$ cat config.mk
export PLATFORM = sky130hd
export DESIGN_NAME = mdiv32_flat
export DESIGN_NICKNAME = d
export VERILOG_FILES = /design/src/rtl/mdiv32_if.sv /design/src/rtl/mdiv32.sv /design/src/flat_wrapper.sv
export SDC_FILE = /design/constraint.sdc
export NUM_CORES = 1
export LEC_CHECK = 0
export CAP_MARGIN = 20
export CORE_ASPECT_RATIO = 2
export CORE_UTILIZATION = 52
export CTS_CLUSTER_SIZE = 25
export DETAILED_ROUTE_END_ITERATION = 10
export GPL_TIMING_DRIVEN = 0
export PLACE_DENSITY = 0.78
export SYNTH_ARGS = -nofsm -noshare
export SYNTH_HDL_FRONTEND = slang
export SYNTH_SLANG_ARGS = --single-unit
$ cat constraint.sdc
create_clock -name clk -period 3.2 [get_ports clk]
set_input_delay 0.64 -clock clk [delete_from_list [all_inputs] [get_ports clk]]
set_output_delay 0.64 -clock clk [all_outputs]
set_load 0.01 [all_outputs]
$ cat src/rtl/mdiv32_if.sv
// Handshake and result bundle between the execution stage and the divider.
interface mdiv32_if;
    logic        start;
    logic        signed_op;
    logic        abort;
    logic [31:0] din_a;
    logic [31:0] din_b;
    logic [31:0] quotient;
    logic [31:0] remainder;
    logic        busy;
    logic        done;
    logic        qnzout;
    logic        vout;
    logic        dbz;

    modport master (
        output start, signed_op, abort, din_a, din_b,
        input  quotient, remainder, busy, done, qnzout, vout, dbz
    );

    modport slave (
        input  start, signed_op, abort, din_a, din_b,
        output quotient, remainder, busy, done, qnzout, vout, dbz
    );
endinterface

$ cat src/rtl/mdiv32.sv
// Sequential 32-bit restoring divider, one quotient bit per clock.
//
//   state | meaning
//   IDLE  | waiting for start; operands and signs latched on start
//   CALC  | 32 restoring steps, MSB-first, step count in r_cnt
//   FIX   | apply result signs, load output registers and flags
//   DONE  | one-cycle done pulse, then back to IDLE
module mdiv32 (
    input  logic     clk,
    input  logic     reset_b,
    mdiv32_if.slave  bus
);
    typedef enum logic [1:0] {IDLE, CALC, FIX, DONE} state_t;

    state_t      r_state;
    logic [4:0]  r_cnt;
    logic [32:0] r_rem;
    logic [31:0] r_dq;
    logic [31:0] r_div;
    logic        r_qsign;
    logic        r_rsign;
    logic        r_ovf;
    logic [31:0] r_quotient;
    logic [31:0] r_remainder;
    logic        r_busy;
    logic        r_done;
    logic        r_qnz;
    logic        r_vout;
    logic        r_dbz;

    logic [31:0] w_abs_a;
    logic [31:0] w_abs_b;
    logic [33:0] w_shift;
    logic [33:0] w_trial;
    logic [31:0] w_q_fix;
    logic [31:0] w_r_fix;

    assign w_abs_a = (bus.signed_op && bus.din_a[31]) ? (~bus.din_a + 32'd1) : bus.din_a;
    assign w_abs_b = (bus.signed_op && bus.din_b[31]) ? (~bus.din_b + 32'd1) : bus.din_b;

    // r_dq holds the unconsumed dividend bits at the top and collects quotient bits at the bottom.
    // The trial is one bit wider than the shifted remainder so its MSB is a true borrow.
    assign w_shift = {r_rem, r_dq[31]};
    assign w_trial = w_shift - {2'b00, r_div};

    assign w_q_fix = r_qsign ? (~r_dq + 32'd1) : r_dq;
    assign w_r_fix = r_rsign ? (~r_rem[31:0] + 32'd1) : r_rem[31:0];

    // Sequencer, datapath and registered outputs.
    always_ff @(posedge clk or negedge reset_b) begin
        if (!reset_b) begin
            r_state     <= IDLE;
            r_cnt       <= 5'd0;
            r_rem       <= 33'd0;
            r_dq        <= 32'd0;
            r_div       <= 32'd0;
            r_qsign     <= 1'b0;
            r_rsign     <= 1'b0;
            r_ovf       <= 1'b0;
            r_quotient  <= 32'd0;
            r_remainder <= 32'd0;
            r_busy      <= 1'b0;
            r_done      <= 1'b0;
            r_qnz       <= 1'b0;
            r_vout      <= 1'b0;
            r_dbz       <= 1'b0;
        end else begin
            case (r_state)
                IDLE: begin
                    r_done <= 1'b0;
                    if (bus.start) begin
                        if (bus.din_b == 32'd0) begin
                            r_quotient  <= 32'hFFFF_FFFF;
                            r_remainder <= bus.din_a;
                            r_dbz       <= 1'b1;
                            r_vout      <= 1'b0;
                            r_qnz       <= 1'b1;
                            r_done      <= 1'b1;
                            r_state     <= DONE;
                        end else begin
                            r_dq    <= w_abs_a;
                            r_div   <= w_abs_b;
                            r_qsign <= bus.signed_op & (bus.din_a[31] ^ bus.din_b[31]);
                            r_rsign <= bus.signed_op & bus.din_a[31];
                            r_ovf   <= bus.signed_op && (bus.din_a == 32'h8000_0000) &&
                                       (bus.din_b == 32'hFFFF_FFFF);
                            r_rem   <= 33'd0;
                            r_cnt   <= 5'd0;
                            r_busy  <= 1'b1;
                            r_state <= CALC;
                        end
                    end
                end
                CALC: begin
                    if (bus.abort) begin
                        r_busy  <= 1'b0;
                        r_state <= IDLE;
                    end else begin
                        if (!w_trial[33]) begin
                            r_rem <= w_trial[32:0];
                        end else begin
                            r_rem <= w_shift[32:0];
                        end
                        r_dq  <= {r_dq[30:0], ~w_trial[33]};
                        r_cnt <= r_cnt + 5'd1;
                        if (r_cnt == 5'd31) begin
                            r_state <= FIX;
                        end
                    end
                end
                FIX: begin
                    if (bus.abort) begin
                        r_busy  <= 1'b0;
                        r_state <= IDLE;
                    end else begin
                        r_quotient  <= w_q_fix;
                        r_remainder <= w_r_fix;
                        r_qnz       <= |w_q_fix;
                        r_dbz       <= 1'b0;
                        r_vout      <= r_ovf;
                        r_busy      <= 1'b0;
                        r_done      <= 1'b1;
                        r_state     <= DONE;
                    end
                end
                DONE: begin
                    r_done  <= 1'b0;
                    r_state <= IDLE;
                end
                default: begin
                    r_busy  <= 1'b0;
                    r_done  <= 1'b0;
                    r_state <= IDLE;
                end
            endcase
        end
    end

    assign bus.quotient  = r_quotient;
    assign bus.remainder = r_remainder;
    assign bus.busy      = r_busy;
    assign bus.done      = r_done;
    assign bus.qnzout    = r_qnz;
    assign bus.vout      = r_vout;
    assign bus.dbz       = r_dbz;
endmodule

$ cat src/flat_wrapper.sv
// flat-port wrapper written by rule: the top's interface ports become plain ports
module mdiv32_flat 
  (clk, reset_b, bus_start, bus_signed_op, bus_abort, bus_din_a, bus_din_b, bus_quotient, bus_remainder, bus_busy, bus_done, bus_qnzout, bus_vout, bus_dbz);
  mdiv32_if bus_i ();
  input  logic clk;
  input  logic reset_b;
  input wire logic [$bits(bus_i.start)-1:0] bus_start;
  input wire logic [$bits(bus_i.signed_op)-1:0] bus_signed_op;
  input wire logic [$bits(bus_i.abort)-1:0] bus_abort;
  input wire logic [$bits(bus_i.din_a)-1:0] bus_din_a;
  input wire logic [$bits(bus_i.din_b)-1:0] bus_din_b;
  output wire logic [$bits(bus_i.quotient)-1:0] bus_quotient;
  output wire logic [$bits(bus_i.remainder)-1:0] bus_remainder;
  output wire logic [$bits(bus_i.busy)-1:0] bus_busy;
  output wire logic [$bits(bus_i.done)-1:0] bus_done;
  output wire logic [$bits(bus_i.qnzout)-1:0] bus_qnzout;
  output wire logic [$bits(bus_i.vout)-1:0] bus_vout;
  output wire logic [$bits(bus_i.dbz)-1:0] bus_dbz;
  assign bus_i.start = bus_start;
  assign bus_i.signed_op = bus_signed_op;
  assign bus_i.abort = bus_abort;
  assign bus_i.din_a = bus_din_a;
  assign bus_i.din_b = bus_din_b;
  assign bus_quotient = bus_i.quotient;
  assign bus_remainder = bus_i.remainder;
  assign bus_busy = bus_i.busy;
  assign bus_done = bus_i.done;
  assign bus_qnzout = bus_i.qnzout;
  assign bus_vout = bus_i.vout;
  assign bus_dbz = bus_i.dbz;
  mdiv32 u_core (.clk(clk), .reset_b(reset_b), .bus(bus_i));
endmodule
==> results.sh <==
export IMPL_status="complete, but fails checks"
export IMPL_failed_checks="negative setup slack"
export IMPL_worstMarginPinSlew_ps=1193
export IMPL_nets=1783
export IMPL_final_common_cell="nand2_1"
export IMPL_yosysSeqAreaShare_pct=36.27
export IMPL_rsz0062_at_grt="yes"
export IMPL_drt_vias_per_instance=6.240
export IMPL_grt_pass1_wl_um=64970
export IMPL_port_buffers=137
export IMPL_power_density_nw_per_um2=886.6
export IMPL_detail_route_antenna_nets=0
export IMPL_grt_ovfl_total=0
export IMPL_start_util_pct=53.17
export IMPL_die_area_um2=24000
export IMPL_core_area_um2=22840
export IMPL_fp_row_count=78
export IMPL_synth_flop_cell="dfrtp_1"
export IMPL_clk_pin_slew_ps=60
export IMPL_htree_levels=4
export IMPL_drt_iter0_drc=894
export IMPL_chipWidth_um=110.1
export IMPL_hold_path_class="in2async"
export IMPL_fill_cells=1872
export IMPL_yosys_cell_types_count=75
export IMPL_arrival_ps=3540
export IMPL_fmax_mhz=310.7
export IMPL_maxCapViolations=0
export IMPL_cts_tree="built"
export IMPL_hold_violations=0
export IMPL_ir_drop_v=0.0006499
export IMPL_ys_ff_latch=176
export IMPL_synth_edf_count=0
export IMPL_final_cell_mix="nand2_1 (195), dfrtp_1 (167), nor2_1 (129)"
export IMPL_vias=12224
export IMPL_gp_congestion=0.9804
export IMPL_crit_path_max_incr_delay_ps=920
export IMPL_grt_pass1_vias=12318
export IMPL_drcViolationCount=0
export IMPL_routedWlPerCell_um=22.03
export IMPL_crit_path_max_fanout=4
export IMPL_synthCells=1473
export IMPL_cp_required_ps=3520
export IMPL_wl_um=43150
export IMPL_area_growth_pct=26.65
export IMPL_numCtsBuffers=17
export IMPL_crit_family="simple AND/OR/NAND/NOR gates"
export IMPL_cts_root_buffer_cell="clkbuf_16"
export IMPL_path_cells="buf_4 -> inv_1 -> ha_1 -> nand2b_1 -> nor4_1 -> nand3_1 -> nand3b_1 -> o21ai_0 -> xor2_1 -> nand2_1 -> o21ai_0 -> o21ai_0"
export IMPL_slew_viol_final=0
export IMPL_track_usage_pct=37.03
export IMPL_cp_slowest_cell="nor4_1"
export IMPL_die_h_um=218.1
export IMPL_yosys_warnings=0
export IMPL_synth_area_per_cell_um2=8.243
export IMPL_fin_crit_ps=3218
export IMPL_synth_area_leaders="dfrtp_1 (36%), xor2_1 (6.8%), nand2_1 (6.2%)"
export IMPL_clock_skew_final_ps=7.560
export IMPL_hold_ws_ps=107.9
export IMPL_grt_max_degree=111
export IMPL_synth_area_um2=12140
export IMPL_critPathLaunchType="register"
export IMPL_p_total_w=0.01363
export IMPL_dp_final_hpwl_um=32110
export IMPL_yosys_area_top_type_share_pct=36.27
export IMPL_synth_nets=1587
export IMPL_cp_end_kind="register"
export IMPL_grt_antenna_before_repair=0
export IMPL_synthArstFlopShare_pct=100.0
export IMPL_yosysTopAreaCell="dfrtp_1"
export IMPL_cts_sinks=176
export IMPL_slew_headroom_pct=19.77
export IMPL_first_pass_iters=5
export IMPL_pin_count=138
export IMPL_clockBufferDepth=2
export IMPL_clkLatencyLatePin_ps=450
export IMPL_crit_top_cell="o21ai_0"
export IMPL_setup_ws_ps=-18.12
export IMPL_crit_type="reg2reg"
export IMPL_setup_viol=2
export IMPL_worst_path_buf_inv=2
export IMPL_p_leak_nw=6.545
export IMPL_antenna_cells=0
export IMPL_min_period_over_period_pct=100.6
export IMPL_drive_gt1_share_pct=12.03
## cells in the mapped netlist, types with 24 or more instances
library cell / number
xnor2_1: 54
o21ai_1: 36
mux2i_1: 35
a21oi_1: 131
ha_1: 44
xor2_1: 94
dfrtp_1: 176
nand3_1: 24
o31ai_1: 27
o21ai_0: 127
nor2_1: 129
nand2_1: 199
inv_1: 60
clkbuf_1: 44
## state kept, by name (all words and copies together), names as in the netlist
name,flops
u_core.r_rem,33
u_core.bus.quotient,32
u_core.bus.remainder,32
u_core.r_div,32
u_core.r_dq,32
u_core.r_cnt,5
u_core.r_state,2
u_core.bus.busy,1
u_core.bus.dbz,1
u_core.bus.done,1
u_core.bus.qnzout,1
u_core.bus.vout,1
u_core.r_ovf,1
u_core.r_qsign,1
u_core.r_rsign,1
## per-layer routing
layer	routed length (um)	vias to the layer above	part of all wire, %	GRT usage [%]
li1	-	5587	-	-
met1	13310	5858	31	32.32
met2	23010	535	53	66.56
met3	2501	244	5.8	8.440
met4	4327	0	10	34.93
met5	0	-	0	0
## metrics by stage
| step | setup slack (ps) | std cells | util (%) | cell area [um2] | setup TNS [ps] |
|---|---|---|---|---|---|
| floorplan | 129.5 | 1473 | - | 12150 | 0 |
| global placement | -5614 | 1890 | 60.74 | 13870 | -1184390 |
| detailed placement | -1565 | 1891 | 60.88 | 13900 | -201080 |
| CTS | -27.48 | 1941 | 65.40 | 14930 | -27.48 |
| global route | -68.65 | 1959 | 67.34 | 15380 | -554.8 |
| finish | -18.12 | 1959 | 67.34 | 15380 | -34.87 |
## final timing paths
kind / slack [ps] / start / cells past startpoint / endpoint
max: -20 / u_core.r_rem[0] / 12 / u_core.bus.remainder[30]
min: 110 / reset_b / 1 / u_core.r_div[12]
max reg2reg: -20 / u_core.r_rem[0] / 12 / u_core.bus.remainder[30]
min reg2reg: 480 / u_core.bus.remainder[19] / 2 / u_core.bus.remainder[19]
max in group asynchronous: 2140 / reset_b / 2 / u_core.r_dq[31]
min in group clk: 480 / u_core.bus.remainder[19] / 2 / u_core.bus.remainder[19]
## power by group
part / internal, W / switching (W) / leakage (nW)
Clock: 0.00117 / 0.000875 / 0.271
Sequential: 0.00306 / 0.000725 / 2.11
Combinational: 0.00319 / 0.00462 / 4.16
## logic make-up after synthesis
group | share of synthesized area [%]
buf+inv | 4.802
compound gates | 21.81
mux | 2.978
fa+ha+maj | 4.699
flops | 36.27
xor+xnor | 10.68
simple gates | 18.77
## layout make-up
cell class | instances | area (um2) | area share (%)
clock inverter | 7 | 87.58 | 0.5696
multi-input combinational | 1160 | 7609 | 49.48
inverter | 60 | 230.2 | 1.497
buffer | 72 | 439.2 | 2.856
clock buffer | 22 | 464.2 | 3.019
timing repair buffer | 182 | 1782 | 11.59
sequential | 176 | 4415 | 28.71
tap | 280 | 350.3 | 2.278
## repair_timing
| action | 4_1_cts | 5_1_grt |
|---|---|---|
| pin swaps | 13 | 29 |
| gates cloned | 1 | 0 |
| buffers inserted | 20 | 23 |
| setup endpoints to repair | 174 | 143 |
| hold buffers | 0 | 0 |
| gates resized for setup | 78 | 88 |
Power figures use the tool's default switching activity.
